--- config.mk ---
export PLATFORM = sky130hd
export DESIGN_NAME = pal_composite_encoder
export DESIGN_NICKNAME = d
export VERILOG_FILES = /design/src/rtl/pal_composite_encoder.sv
export SDC_FILE = /design/constraint.sdc
export NUM_CORES = 1
export LEC_CHECK = 0
export ABC_AREA = 1
export CAP_MARGIN = 10
export CORE_AREA = 2 2 148 150
export CTS_CLUSTER_SIZE = 16
export DETAILED_ROUTE_END_ITERATION = 7
export DIE_AREA = 0 0 150 152
export PLACE_DENSITY_LB_ADDON = 0.1
export SLEW_MARGIN = 20
export SYNTH_ARGS = -nofsm -noshare
export SYNTH_HDL_FRONTEND = slang
export SYNTH_SLANG_ARGS = --single-unit
--- constraint.sdc ---
create_clock -name palClock -period 8.8 [get_ports palClock]
set_input_delay 2.2 -clock palClock [delete_from_list [all_inputs] [get_ports palClock]]
set_output_delay 2.2 -clock palClock [all_outputs]
set_load 0.05 [all_outputs]
--- src/rtl/pal_composite_encoder.sv ---
// PAL composite video encoder.
//
// A free-running 32-bit phase accumulator drives a sine/cosine lookup for the
// colour subcarrier. Three register stages follow:
//   stage 1 : capture inputs plus the subcarrier sin/cos for this sample
//   stage 2 : QAM-modulate U/V into a chroma value (PAL V-switch, burst)
//   stage 3 : pick sync/burst/blank/active level, clamp to a 10-bit code
// Input-to-composite latency is 3 clocks, one sample per clock, no stalls.
//
// Ports
//   palClock        : pixel clock, all logic on the rising edge
//   reset_n         : synchronous active-low reset
//   y, u, v         : signed 9-bit luma / colour difference (y 255 = white)
//   blank/sync/burst: line timing qualifiers, priority sync > burst > blank
//   linePhase       : PAL switch, 1 = V axis inverted on this line
//   composite       : 10-bit composite sample code (292 = blanking level)
//   subcarrierPhase : phase[31:24] used for the sample now in stage 1
module pal_composite_encoder #(
  parameter logic [31:0] PHASE_INC = 32'd1290999825
) (
  input  logic              palClock,
  input  logic              reset_n,
  input  logic signed [8:0] y,
  input  logic signed [8:0] u,
  input  logic signed [8:0] v,
  input  logic              blank,
  input  logic              sync,
  input  logic              burst,
  input  logic              linePhase,
  output logic [9:0]        composite,
  output logic [7:0]        subcarrierPhase
);

  localparam logic [9:0] BLANK_LEVEL = 10'd292;

  // First quarter of round(127*sin(2*pi*k/256)), k = 0..64.
  function automatic logic signed [7:0] quarter_sin(input logic [6:0] k);
    logic signed [7:0] r;
    case (k)
      7'd0:  r = 8'sd0;   7'd1:  r = 8'sd3;   7'd2:  r = 8'sd6;   7'd3:  r = 8'sd9;
      7'd4:  r = 8'sd12;  7'd5:  r = 8'sd16;  7'd6:  r = 8'sd19;  7'd7:  r = 8'sd22;
      7'd8:  r = 8'sd25;  7'd9:  r = 8'sd28;  7'd10: r = 8'sd31;  7'd11: r = 8'sd34;
      7'd12: r = 8'sd37;  7'd13: r = 8'sd40;  7'd14: r = 8'sd43;  7'd15: r = 8'sd46;
      7'd16: r = 8'sd49;  7'd17: r = 8'sd51;  7'd18: r = 8'sd54;  7'd19: r = 8'sd57;
      7'd20: r = 8'sd60;  7'd21: r = 8'sd63;  7'd22: r = 8'sd65;  7'd23: r = 8'sd68;
      7'd24: r = 8'sd71;  7'd25: r = 8'sd73;  7'd26: r = 8'sd76;  7'd27: r = 8'sd78;
      7'd28: r = 8'sd81;  7'd29: r = 8'sd83;  7'd30: r = 8'sd85;  7'd31: r = 8'sd88;
      7'd32: r = 8'sd90;  7'd33: r = 8'sd92;  7'd34: r = 8'sd94;  7'd35: r = 8'sd96;
      7'd36: r = 8'sd98;  7'd37: r = 8'sd100; 7'd38: r = 8'sd102; 7'd39: r = 8'sd104;
      7'd40: r = 8'sd106; 7'd41: r = 8'sd107; 7'd42: r = 8'sd109; 7'd43: r = 8'sd111;
      7'd44: r = 8'sd112; 7'd45: r = 8'sd113; 7'd46: r = 8'sd115; 7'd47: r = 8'sd116;
      7'd48: r = 8'sd117; 7'd49: r = 8'sd118; 7'd50: r = 8'sd120; 7'd51: r = 8'sd121;
      7'd52: r = 8'sd122; 7'd53: r = 8'sd122; 7'd54: r = 8'sd123; 7'd55: r = 8'sd124;
      7'd56: r = 8'sd125; 7'd57: r = 8'sd125; 7'd58: r = 8'sd126; 7'd59: r = 8'sd126;
      7'd60: r = 8'sd126; 7'd61: r = 8'sd127; 7'd62: r = 8'sd127; 7'd63: r = 8'sd127;
      default: r = 8'sd127;
    endcase
    return r;
  endfunction

  // Full 256-entry sine from quarter-wave symmetry: the second quarter
  // mirrors the first, the second half is the negated first half.
  function automatic logic signed [7:0] sin_lut(input logic [7:0] p);
    logic [6:0]        q;
    logic [6:0]        idx;
    logic signed [7:0] mag;
    q   = p[6:0];
    idx = (q > 7'd64) ? (7'd0 - q) : q;  // 128 - q modulo 128
    mag = quarter_sin(idx);
    return p[7] ? -mag : mag;
  endfunction

  // Phase accumulator
  logic [31:0] phase_q, phase_d;

  // Stage 1
  logic signed [8:0] y_s1_q, y_s1_d, u_s1_q, u_s1_d, v_s1_q, v_s1_d;
  logic              blank_s1_q, blank_s1_d, sync_s1_q, sync_s1_d;
  logic              burst_s1_q, burst_s1_d, lp_s1_q, lp_s1_d;
  logic signed [7:0] sin_s1_q, sin_s1_d, cos_s1_q, cos_s1_d;
  logic [7:0]        ph_s1_q, ph_s1_d;

  // Stage 2
  logic signed [8:0]  y_s2_q, y_s2_d;
  logic signed [10:0] chroma_s2_q, chroma_s2_d;
  logic               blank_s2_q, blank_s2_d, sync_s2_q, sync_s2_d;
  logic               burst_s2_q, burst_s2_d;

  // Stage 3
  logic [9:0] composite_q, composite_d;

  logic signed [9:0]  u_eff, v_eff, v_sw;
  logic signed [19:0] prod;
  logic signed [12:0] level;

  always_comb begin
    phase_d    = phase_q + PHASE_INC;

    y_s1_d     = y;
    u_s1_d     = u;
    v_s1_d     = v;
    blank_s1_d = blank;
    sync_s1_d  = sync;
    burst_s1_d = burst;
    lp_s1_d    = linePhase;
    ph_s1_d    = phase_q[31:24];
    sin_s1_d   = sin_lut(phase_q[31:24]);
    cos_s1_d   = sin_lut(phase_q[31:24] + 8'd64);

    // Burst is a fixed U=-48/V=+48 vector; the V switch then swings it
    // between 135 and 225 degrees on alternate lines.
    u_eff = burst_s1_q ? -10'sd48 : 10'(u_s1_q);
    v_eff = burst_s1_q ?  10'sd48 : 10'(v_s1_q);
    v_sw  = lp_s1_q ? -v_eff : v_eff;
    prod  = 20'(u_eff) * 20'(sin_s1_q) + 20'(v_sw) * 20'(cos_s1_q);
    chroma_s2_d = 11'(prod >>> 6);   // floor division by 64
    y_s2_d      = y_s1_q;
    blank_s2_d  = blank_s1_q;
    sync_s2_d   = sync_s1_q;
    burst_s2_d  = burst_s1_q;

    if (sync_s2_q)       level = 13'sd0;
    else if (burst_s2_q) level = 13'sd292 + 13'(chroma_s2_q);
    else if (blank_s2_q) level = 13'sd292;
    else                 level = 13'sd292 + (13'(y_s2_q) <<< 1) + 13'(chroma_s2_q);

    if (level < 13'sd0)         composite_d = 10'd0;
    else if (level > 13'sd1023) composite_d = 10'd1023;
    else                        composite_d = level[9:0];
  end

  always_ff @(posedge palClock) begin
    if (!reset_n) begin
      phase_q     <= '0;
      y_s1_q      <= '0;
      u_s1_q      <= '0;
      v_s1_q      <= '0;
      blank_s1_q  <= 1'b1;
      sync_s1_q   <= 1'b0;
      burst_s1_q  <= 1'b0;
      lp_s1_q     <= 1'b0;
      sin_s1_q    <= '0;
      cos_s1_q    <= '0;
      ph_s1_q     <= '0;
      y_s2_q      <= '0;
      chroma_s2_q <= '0;
      blank_s2_q  <= 1'b1;
      sync_s2_q   <= 1'b0;
      burst_s2_q  <= 1'b0;
      composite_q <= BLANK_LEVEL;
    end else begin
      phase_q     <= phase_d;
      y_s1_q      <= y_s1_d;
      u_s1_q      <= u_s1_d;
      v_s1_q      <= v_s1_d;
      blank_s1_q  <= blank_s1_d;
      sync_s1_q   <= sync_s1_d;
      burst_s1_q  <= burst_s1_d;
      lp_s1_q     <= lp_s1_d;
      sin_s1_q    <= sin_s1_d;
      cos_s1_q    <= cos_s1_d;
      ph_s1_q     <= ph_s1_d;
      y_s2_q      <= y_s2_d;
      chroma_s2_q <= chroma_s2_d;
      blank_s2_q  <= blank_s2_d;
      sync_s2_q   <= sync_s2_d;
      burst_s2_q  <= burst_s2_d;
      composite_q <= composite_d;
    end
  end

  assign composite       = composite_q;
  assign subcarrierPhase = ph_s1_q;

endmodule

==> Implementation_results.wiki, run 1 <==
{| class="wikitable"
! Metric !! Value
|-
| Status || finished, final reports clean
|-
| Number of clock sinks || 120
|-
| Area overhead of the layout relative to synthesis || 10.2%
|-
| Clk root buf || clkbuf_16
|-
| #FFs+latches synth || 120
|-
| Critical hold path startpoint || y_s1_q[4]$_SDFF_PN0_
|-
| Warning count from the yosys run || 0
|-
| Number of global-route vias before repair || ~11,000
|-
| Avg WL per Cell || roughly 15 µm
|-
| Portion of synthesized cell area occupied by the leading cell type || between 20 and 25%
|-
| Overall fraction of global-route tracks in use || approximately 28%
|-
| Distinct cell type count of the synthesized netlist || 53
|-
| Most frequently used cell type in the post-synthesis netlist || nand2_1
|-
| Setup WS pre-CTS || a little over 1000 ps
|-
| Post-Synthesis Net Count || between 1,500 and 2,000
|-
| CP Data Arrival Time || 8200 ps
|-
| Floorplan Core Area || 21,400 µm²
|-
| Crit path capture type || register
|-
| Total setup violations reported at the end of the flow || 0
|-
| Wire length of the first global-routing pass || 50.9 mm
|-
| Classification of the worst setup path || reg2reg
|-
| Worst setup path startpoint || burst_s1_q$_SDFF_PN0_
|-
| Predominant post-synthesis flop cell || dfxtp_1
|-
| Hold Path Stages || 2
|-
| Max transition margin || between 30% and 40%
|-
| Synth top area cells || fa_1 (24%), dfxtp_1 (19%), nand2_1 (11%)
|-
| Mapped Avg Cell Area || 7.31 µm²
|-
| Share of the yosys chip area belonging to registers || a little under a fifth
|-
| Num CTS Buffers || 17
|-
| Clock Skews || 15.5 ps
|-
| Post-DR vias/cell || about 5.2
|-
| Area of placed instances || approximately 13,000 µm²
|-
| Endpoint with the worst hold slack || y_s2_q[4]$_SDFF_PN0_
|-
| CTS tree || yes
|-
| Worst R2R Start || burst_s1_q$_SDFF_PN0_
|-
| Top-level port count || 51
|-
| Fill cells || 1,930
|-
| Vertical die dimension || about 150 µm
|-
| DRC violations left || 0
|-
| Total detailed-routing wirelength || a little over 30 mm
|-
| CP Data Required Time || between 9000 and 10,000 ps
|-
| Transition time at the pin with the least slew margin || between 900 and 1000 ps
|-
| Vias || 10,700
|-
| Floorplan row count || 54
|-
| Crit Reg-Reg Endpoint || chroma_s2_q[8]$_SDFF_PN0_
|-
| Cell type with the largest total area after synthesis || fa_1
|-
| FFs w/ async S/R, synth || 0%
|-
| Maximum clock frequency || approximately 130 MHz
|-
| Flop-to-flop setup slack || between 900 and 1000 ps
|-
| Minimum clock period after layout || roughly 7900 ps
|-
| Die width || around 150 µm
|-
| Cells after synthesis || around 1,700
|-
| PortBufs || 50
|-
| Fin. Hold Viols || 0
|-
| Most frequent cells after synthesis || nand2_1 (380), inv_1 (359), nor2_1 (189), fa_1 (151), dfxtp_1 (120)
|-
| Clock Pin Slew Worst Setup and Hold Paths || 70 ps
|-
| Crit path setup slack, layout || 921 ps
|-
| ANT nets after route || 0
|-
| Total negative slack || 0 ps
|-
| Starting utilization of the core area || between 50% and 60%
|-
| Worst Setup Start Kind || register
|-
| Number of instances resized during post-cts repair || 0
|-
| Maximum net fanout on the critical path || 14
|-
| Antenna violations before repair || 0
|-
| Worst skew pair latency || about 440 ps
|-
| Number of enable-type register cells in the synthesized netlist || 0
|-
| Fraction of layout instances using a drive strength above 1 || 5.88%
|-
| Maxcap violations || 0
|-
| Setup repair bufs after CTS || 0
|-
| Clock Tree Buf Depth || 2
|-
| Net count, final || ~2,000
|-
| Count of routing violations after the opening detailed-route iteration || about 730
|-
| Number of iterations in the first detailed-routing pass || 5
|-
| Total gr overflow || 0
|-
| Post-Synthesis Cell Area || between 10,000 and 15,000 µm²
|-
| Deepest level of the CTS H-tree || 4
|-
| RSZ-0062 raised after global routing || no
|-
| Detail Placement HPWL || around 24 mm
|-
| Pin count of the biggest net entering global routing || 80
|-
| Class of the worst hold path || reg2reg
|-
| Placer's final routability congestion estimate || a little over 0.9
|-
| Count of antenna diodes in the layout || 0
|-
| Number of max-slew violations in the final report || 0
|-
| Die area || 22,800 µm²
|-
| Non-Filler Cell Area, Final || around 14,000 µm²
|-
| Number of buffers inserted for hold repair after clock tree synthesis || 0
|-
| Number of cells on the worst reg-to-reg path || 24
|-
| Part of the cycle the worst path needs || 89.5%
|}
==> worst max-delay path: stages (launching register included) <==
cell      delay, ps
dfxtp_1         690
inv_2           180
nand2_2         230
ha_1            210
inv_1            60
nor3_1          240
nand2_1         140
o31ai_1         250
xor2_1          510
inv_1           150
nor2_1          160
fa_1            450
fa_1            470
fa_1            530
fa_1            520
fa_1            540
inv_1            50
fa_1            530
inv_1            40
ha_1            390
nand2_1         120
o311ai_0        780
nand3_1         270
a21oi_1         200
nor2_1           60
==> cell usage in the layout, fill, tap and decap left out, types with 5 or more instances in the layout <==
cell type	count
nand2_1	380
inv_1	359
nor2_1	189
fa_1	151
dfxtp_1	120
nand3_1	105
a21oi_1	94
ha_1	79
clkdlybuf4s50_1	49
o21ai_0	44
nand2_2	17
clkbuf_16	17
nor3_1	14
xor2_1	13
inv_2	12
o21ai_1	10
xnor2_1	8
o21a_1	7
clkinv_1	6
or2_2	6
nand3_2	6
nor2_2	6
o21ai_4	5
==> worst max path at each step <==
stage	slack, ps	end	depth (start not counted)
after floorplan	2380	chroma_s2_q[8]$_SDFF_PN0_	25
after global placement	1100	chroma_s2_q[8]$_SDFF_PN0_	24
after detailed placement	1010	chroma_s2_q[8]$_SDFF_PN0_	25
after CTS	970	chroma_s2_q[8]$_SDFF_PN0_	25
after global routing	350	chroma_s2_q[8]$_SDFF_PN0_	25
final	920	chroma_s2_q[8]$_SDFF_PN0_	24
==> cells by family after synthesis <==
group / after synthesis / synth area share (%)
AND/OR/NAND/NOR: 750 / 26.0
adder cells (fa/ha/maj): 230 / 31.9
flip-flops: 120 / 19.1
buffers and inverters: 412 / 13.0
AO/OA/AOI/OAI: 184 / 8.47
XOR/XNOR: 21 / 1.46
==> final cells by class <==
| cell class | count | area [µm²] | area share (%) |
|---|---|---|---|
| Clock buffer | 19 | 453 | 3.27 |
| Clock inverter | 13 | 166 | 1.20 |
| Inverter | 379 | 1430 | 10.3 |
| Multi-Input combinational cell | 1185 | 8520 | 61.6 |
| Sequential cell | 120 | 2400 | 17.4 |
| Tap cell | 280 | 350 | 2.53 |
| Timing Repair Buffer | 52 | 510 | 3.69 |
==> layer usage <==
metal  wire [µm]  vias to the layer above  global-route usage, %  part of all wire (%)
met1       13100                     4936                   37.9                    43
li1            -                     5295                      -                     -
met5           0                        -                      0                     0
met4         854                        0                   8.81                   2.8
met2       14700                      367                   46.5                    48
met3        1870                       71                   4.05                   6.1
==> sequential cells by signal, summed over array words and instances, names as in the netlist, 9 cells and up <==
| register | cells |
|---|---|
| composite | 10 |
| phase_q | 32 |
| y_s1_q | 9 |
| chroma_s2_q | 11 |
| y_s2_q | 9 |
| u_s1_q | 9 |
| v_s1_q | 9 |
==> through the flow <==
stage / utilization (%) / cells / hold WS (ps)
2_1_floorplan: - / 1717 / 390
3_3_place_gp: 61.9 / 2016 / 394
3_5_place_dp: 61.9 / 2016 / 401
4_1_cts: 64.8 / 2048 / 407
5_1_grt: 64.8 / 2048 / 429
6_report: 64.8 / 2048 / 404
Power of run 1 is not shown: default switching activity piles up to over one toggle a cycle in this logic, so the estimate is an artifact.
==> run 2, diff against run 1 <==
--- a/config.mk
+++ b/config.mk
@@ -6,7 +6,6 @@
 export NUM_CORES = 1
 export LEC_CHECK = 0
 export ABC_AREA = 1
-export CAP_MARGIN = 10
 export CORE_AREA = 2 2 148 150
 export CTS_CLUSTER_SIZE = 16
 export DETAILED_ROUTE_END_ITERATION = 7
==> results of run 2 <==
The final DEF is identical to that of run 1; final timing and power are the same.
Power of run 2 is left out for the same reason.
==> edit 1, RTL diff (config.mk and constraints of run 2) <==
Reset style: asynchronous (`reset_n`), changed in one clocked block. Comments in the files are not updated.
--- a/src/rtl/pal_composite_encoder.sv
+++ b/src/rtl/pal_composite_encoder.sv
@@ -129,7 +129,7 @@
     else                        composite_d = level[9:0];
   end
 
-  always_ff @(posedge palClock) begin
+  always_ff @(posedge palClock or negedge reset_n) begin
     if (!reset_n) begin
       phase_q     <= '0;
       y_s1_q      <= '0;
Behaviour: differs if reset_n is asserted again (counterexample within 4 cycles, from zero or initial values and one cycle with reset_n low); with reset_n held inactive, the same outputs for 4 cycles.
==> edit 1 against run 2 <==
- sequential cell count unchanged
- highest routed layer unchanged
- global-route usage is 0.52 points lower
- routed wire length fell by 4.6%
- via count decreased by 7.9%
- final area shrank 0.94%
- largest cell class unchanged
- area after synthesis decreased by 1.8%
- worst setup slack improved by 0.39 ns
- sequential share of layout area increased by 4.6 points
- hold slack worse by 0.066 ns
==> edit 1: results (changes against run 2) <==
outcome finished clean; CP Max Fanout 15 (+1); DPL Wire Length 23400 um (-3.0%); final worst path period share 0.851 (-0.0441); Final Hold Viols 0 (unchanged); Yosys Warn Count 0 (unchanged); Syn Nets 1801 (-9.0%); initial antenna violation count 0 (unchanged); CP max stage delay 0.72 ns (-0.06 ns); GPL Wtd Cong 0.923 (-0.47%); fin cells 1878 (-8.3%); largest net degree at the start of global routing 71 (-11%); First DRT Iteration DRCs 657 (-10%); Synth cell types 49 (-7.5%); gr ovfl total 0 (unchanged); Synth top cells by count nand2_1, inv_1, nor2_1; first-pass GRT wire length 49400 um (-2.8%); post-CTS setup buffers 0 (unchanged); WP data arrival 7.78 ns (-0.42 ns); CP max stage cell dfrtp_1; vias per std cell 5.23 (+0.49%); ratio of cells with drive above 1 in the final layout 0.0426 (-0.0163); clk_lat worst skew 0.43 ns; DP Worst Slack 1.37 ns (+0.363 ns); Mapped Cells 1538 (-10%); clock buffer depth 2 (unchanged); crit path to chroma_s2_q[8]$_DFF_PN0_; Clock Skews 0.0228 ns (+0.00732 ns); R2R Setup Slk 1.31 ns (+0.39 ns); Hold Crit Start y_s1_q[7]$_DFF_PN0_; FF-to-FF path depth 24 (unchanged); ys flop type dfrtp_1; sequential area share after synthesis 0.244 (+0.0526); DRT Pass-1 Iters 5 (unchanged); CP startpoint burst_s1_q$_DFF_PN0_; Async SR Flop Fraction 1.00 (+1.00); CTS buffer count 17 (unchanged); Lkg Pwr around 0.0073 uW; CP delay by family, top adder cells; largest reg by FF count phase_q; Synth area leaders fa_1, dfrtp_1, nand2_1; PortBufs 50 (unchanged); CTS root buffer clkbuf_16; area leader, netlist fa_1; maximum VDD drop approximately 0.00043 V; slew at the pin closest to its max-slew limit 0.926 ns (-0.00221 ns); Avg WL per Cell 15.5 um (+4.0%); max reg flops 32 (unchanged); gr usage total 0.275 (-0.00524); number of global-route vias before repair 9987 (-5.5%)
[edit 1: cell count changes after synthesis, moves of 10 or more]
cell and change:
nand2_2 -10, dfxtp_1 -120, o21ai_0 -10, nand2_1 -49, xor2_1 +27, xnor2_1 +15
dfrtp_1 +115, nand3_1 -25, inv_1 -35, a21oi_1 -51
[edit 1: metrics by stage]
stage	util	cell area (um^2)	hold slack (ns)
2_1_floorplan	-	12300	0.331
3_3_place_gp	0.612	13100	0.335
3_5_place_dp	0.612	13100	0.338
4_1_cts	0.642	13700	0.347
5_1_grt	0.642	13700	0.348
6_report	0.642	13700	0.338
[edit 1: final cells by class]
type,instances,area (um^2)
multi-input combinational,1061,7950
timing repair buffer,51,505
fill,1918,7650
tap,280,350
sequential,120,3010
inverter,335,1260
clock buffer,18,439
clock inverter,13,195
[edit 1: logic make-up (layout without fill, tap and decap cells)]
| family | Yosys count | in the layout | synth area share |
|---|---|---|---|
| buffers and inverters | 357 | 417 | 0.112 |
| xor gates and xnor gates | 63 | 63 | 0.0447 |
| AOI/OAI and AO/OA | 121 | 121 | 0.0576 |
| adders and majority gates | 230 | 230 | 0.325 |
| and+or+nand+nor | 647 | 647 | 0.217 |
| DFF | 120 | 120 | 0.244 |
[edit 1: how the worst min path moves through the flow]
stage,to,cells after the start
floorplan,sync_s2_q$_DFF_PN0_,0
global placement,y_s2_q[4]$_DFF_PN0_,0
detailed placement,y_s2_q[4]$_DFF_PN0_,0
CTS,y_s2_q[7]$_DFF_PN0_,0
global route,y_s2_q[7]$_DFF_PN0_,0
finish,y_s2_q[7]$_DFF_PN0_,0
[edit 1: power breakdown]
group,total [uW],leakage [uW],switching [uW],internal (uW)
clock network,760,0.000300,276,484
registers,711,0.00139,41.2,670
logic,3450,0.00562,2070,1380
[edit 1: metal layers]
layer  global-route usage  wire length, um  vias to the layer above
li1                     -                -                     4745
met1                0.377            12600                     4740
met2                0.452            14400                      293
met3               0.0390             1320                       53
met4               0.0889              754                        0
met5                    0                0                        -
==> edit 2, RTL diff (config.mk and constraints of run 2) <==
Made on the original files. `PHASE_INC`: 32'd1290999825 -> 32'd968249868.
--- a/src/rtl/pal_composite_encoder.sv
+++ b/src/rtl/pal_composite_encoder.sv
@@ -16,7 +16,7 @@
 //   composite       : 10-bit composite sample code (292 = blanking level)
 //   subcarrierPhase : phase[31:24] used for the sample now in stage 1
 module pal_composite_encoder #(
-  parameter logic [31:0] PHASE_INC = 32'd1290999825
+  parameter logic [31:0] PHASE_INC = 32'd968249868
 ) (
   input  logic              palClock,
   input  logic              reset_n,
Formal check against the unedited RTL: not equivalent (Yosys sat finds a counterexample within 4 cycles, from zero or initial values and one cycle with reset_n low).
==> edit 2 against run 2 <==
- area after synthesis about the same
- critical path depth increased by 3
- sequential cell count decreased by 2
- worst setup slack improved by 0.36 ns
- hold slack improved by 0.0066 ns
- global-route usage increased by 0.83 points
- final area about the same
- routed wire length increased by 2.1%
Power is left out: the tool's default activity adds up to more than one toggle a clock period on the data nets, which glitch-free logic cannot reach.
==> edit 2: results (changes against run 2) <==
PostCTS Resize Cnt 0 (unchanged); Synth cell types 52 (-1.9%); Yosys Warn Count 0 (unchanged); largest net degree at the start of global routing 95 (+19%); Clock Skews 0.0147 ns (-0.000809 ns); via count 10700 (+0.17%); gr usage total 0.288 (+0.00828); PortBufs 50 (unchanged); H-tree levels 4 (unchanged); FF-to-FF Start burst_s1_q$_SDFF_PN0_; sequential area share after synthesis 0.188 (-0.00306); # nets final 2038 (+0.99%); max reg flops 30 (-6.3%); FF-to-FF path depth 27 (+13%); fillcell total 1989 (+3.1%); xor/xnor share of the synthesized area 0.0161 (+0.00141); first-pass GRT wire length 52300 um (+2.9%); routed wire length 31100 um (+2.1%); Synth top cells by count nand2_1, inv_1, nor2_1; First DRT Iteration DRCs 535 (-27%); compound-gate portion of the synthesized area 0.0906 (+0.00594); Hold Crit Start phase_q[2]$_SDFF_PN0_; Synth area leaders fa_1, dfxtp_1, nand2_1; clk_lat worst skew 0.42 ns (-0.02 ns); Antenna diodes 0 (unchanged); DP Area 13200 um^2 (about the same); WP data arrival 7.87 ns (-0.33 ns); WHS Endpoint phase_q[2]$_SDFF_PN0_; relative slew slack 0.372 (-0.000992); CP Launch Type flip-flop; R2R Setup Slk 1.29 ns (+0.36 ns); initial antenna violation count 0 (unchanged); ratio of cells with drive above 1 in the final layout 0.0524 (-0.00643); Hold Path Stages 1 (-1); GPL Wtd Cong 0.935 (+0.81%); outcome finished clean; Synth Area in Adders 0.333 (+0.0132); number of global-route vias before repair 11000 (+4.5%); DPL Wire Length 25300 um (+5.0%); Async SR Flop Fraction 0 (unchanged); ys flop type dfxtp_1; CTS buffer count 17 (unchanged)
-- edit 2: worst max-delay path: stages, from the launching register on --
cell	delay, ns
dfxtp_1	0.59
inv_2	0.16
nand2_2	0.21
ha_1	0.20
inv_1	0.06
nor3_1	0.22
or2_2	0.15
xor2_1	0.49
nor2_1	0.13
fa_1	0.53
inv_1	0.05
fa_1	0.47
inv_1	0.05
fa_1	0.52
fa_1	0.52
fa_1	0.55
inv_1	0.06
fa_1	0.53
inv_1	0.04
ha_1	0.33
nand2_1	0.08
nor2_1	0.10
a211oi_1	0.06
o311ai_0	0.78
nand3_1	0.25
nand3_1	0.15
nand2_1	0.06
nor2_1	0.11
-- edit 2: per-layer routing --
| layer | part of all wire | global-route usage | up-vias | routed length [um] |
|---|---|---|---|---|
| met5 | 0 | 0 | - | 0 |
| met4 | 0.049 | 0.127 | 0 | 1520 |
| met3 | 0.040 | 0.0444 | 81 | 1240 |
| met2 | 0.48 | 0.498 | 274 | 15100 |
| met1 | 0.43 | 0.355 | 5001 | 13300 |
| li1 | - | - | 5331 | - |
-- edit 2: stage by stage --
stage / utilization / setup WS (ns) / hold slack, ns / instances
3_3_place_gp: 0.619 / 1.59 / 0.397 / 2023
3_5_place_dp: 0.619 / 1.36 / 0.399 / 2023
6_report: 0.648 / 1.29 / 0.411 / 2055
4_1_cts: 0.648 / 1.30 / 0.410 / 2055
2_1_floorplan: - / 2.43 / 0.390 / 1724
5_1_grt: 0.648 / 0.675 / 0.433 / 2055
-- edit 2: cell type report --
class,count,area share
clock inverter,15,0.0140
tap,280,0.0253
timing repair buffer,51,0.0363
inverter,373,0.101
sequential,118,0.171
clock buffer,17,0.0307
multi-input combinational,1201,0.622
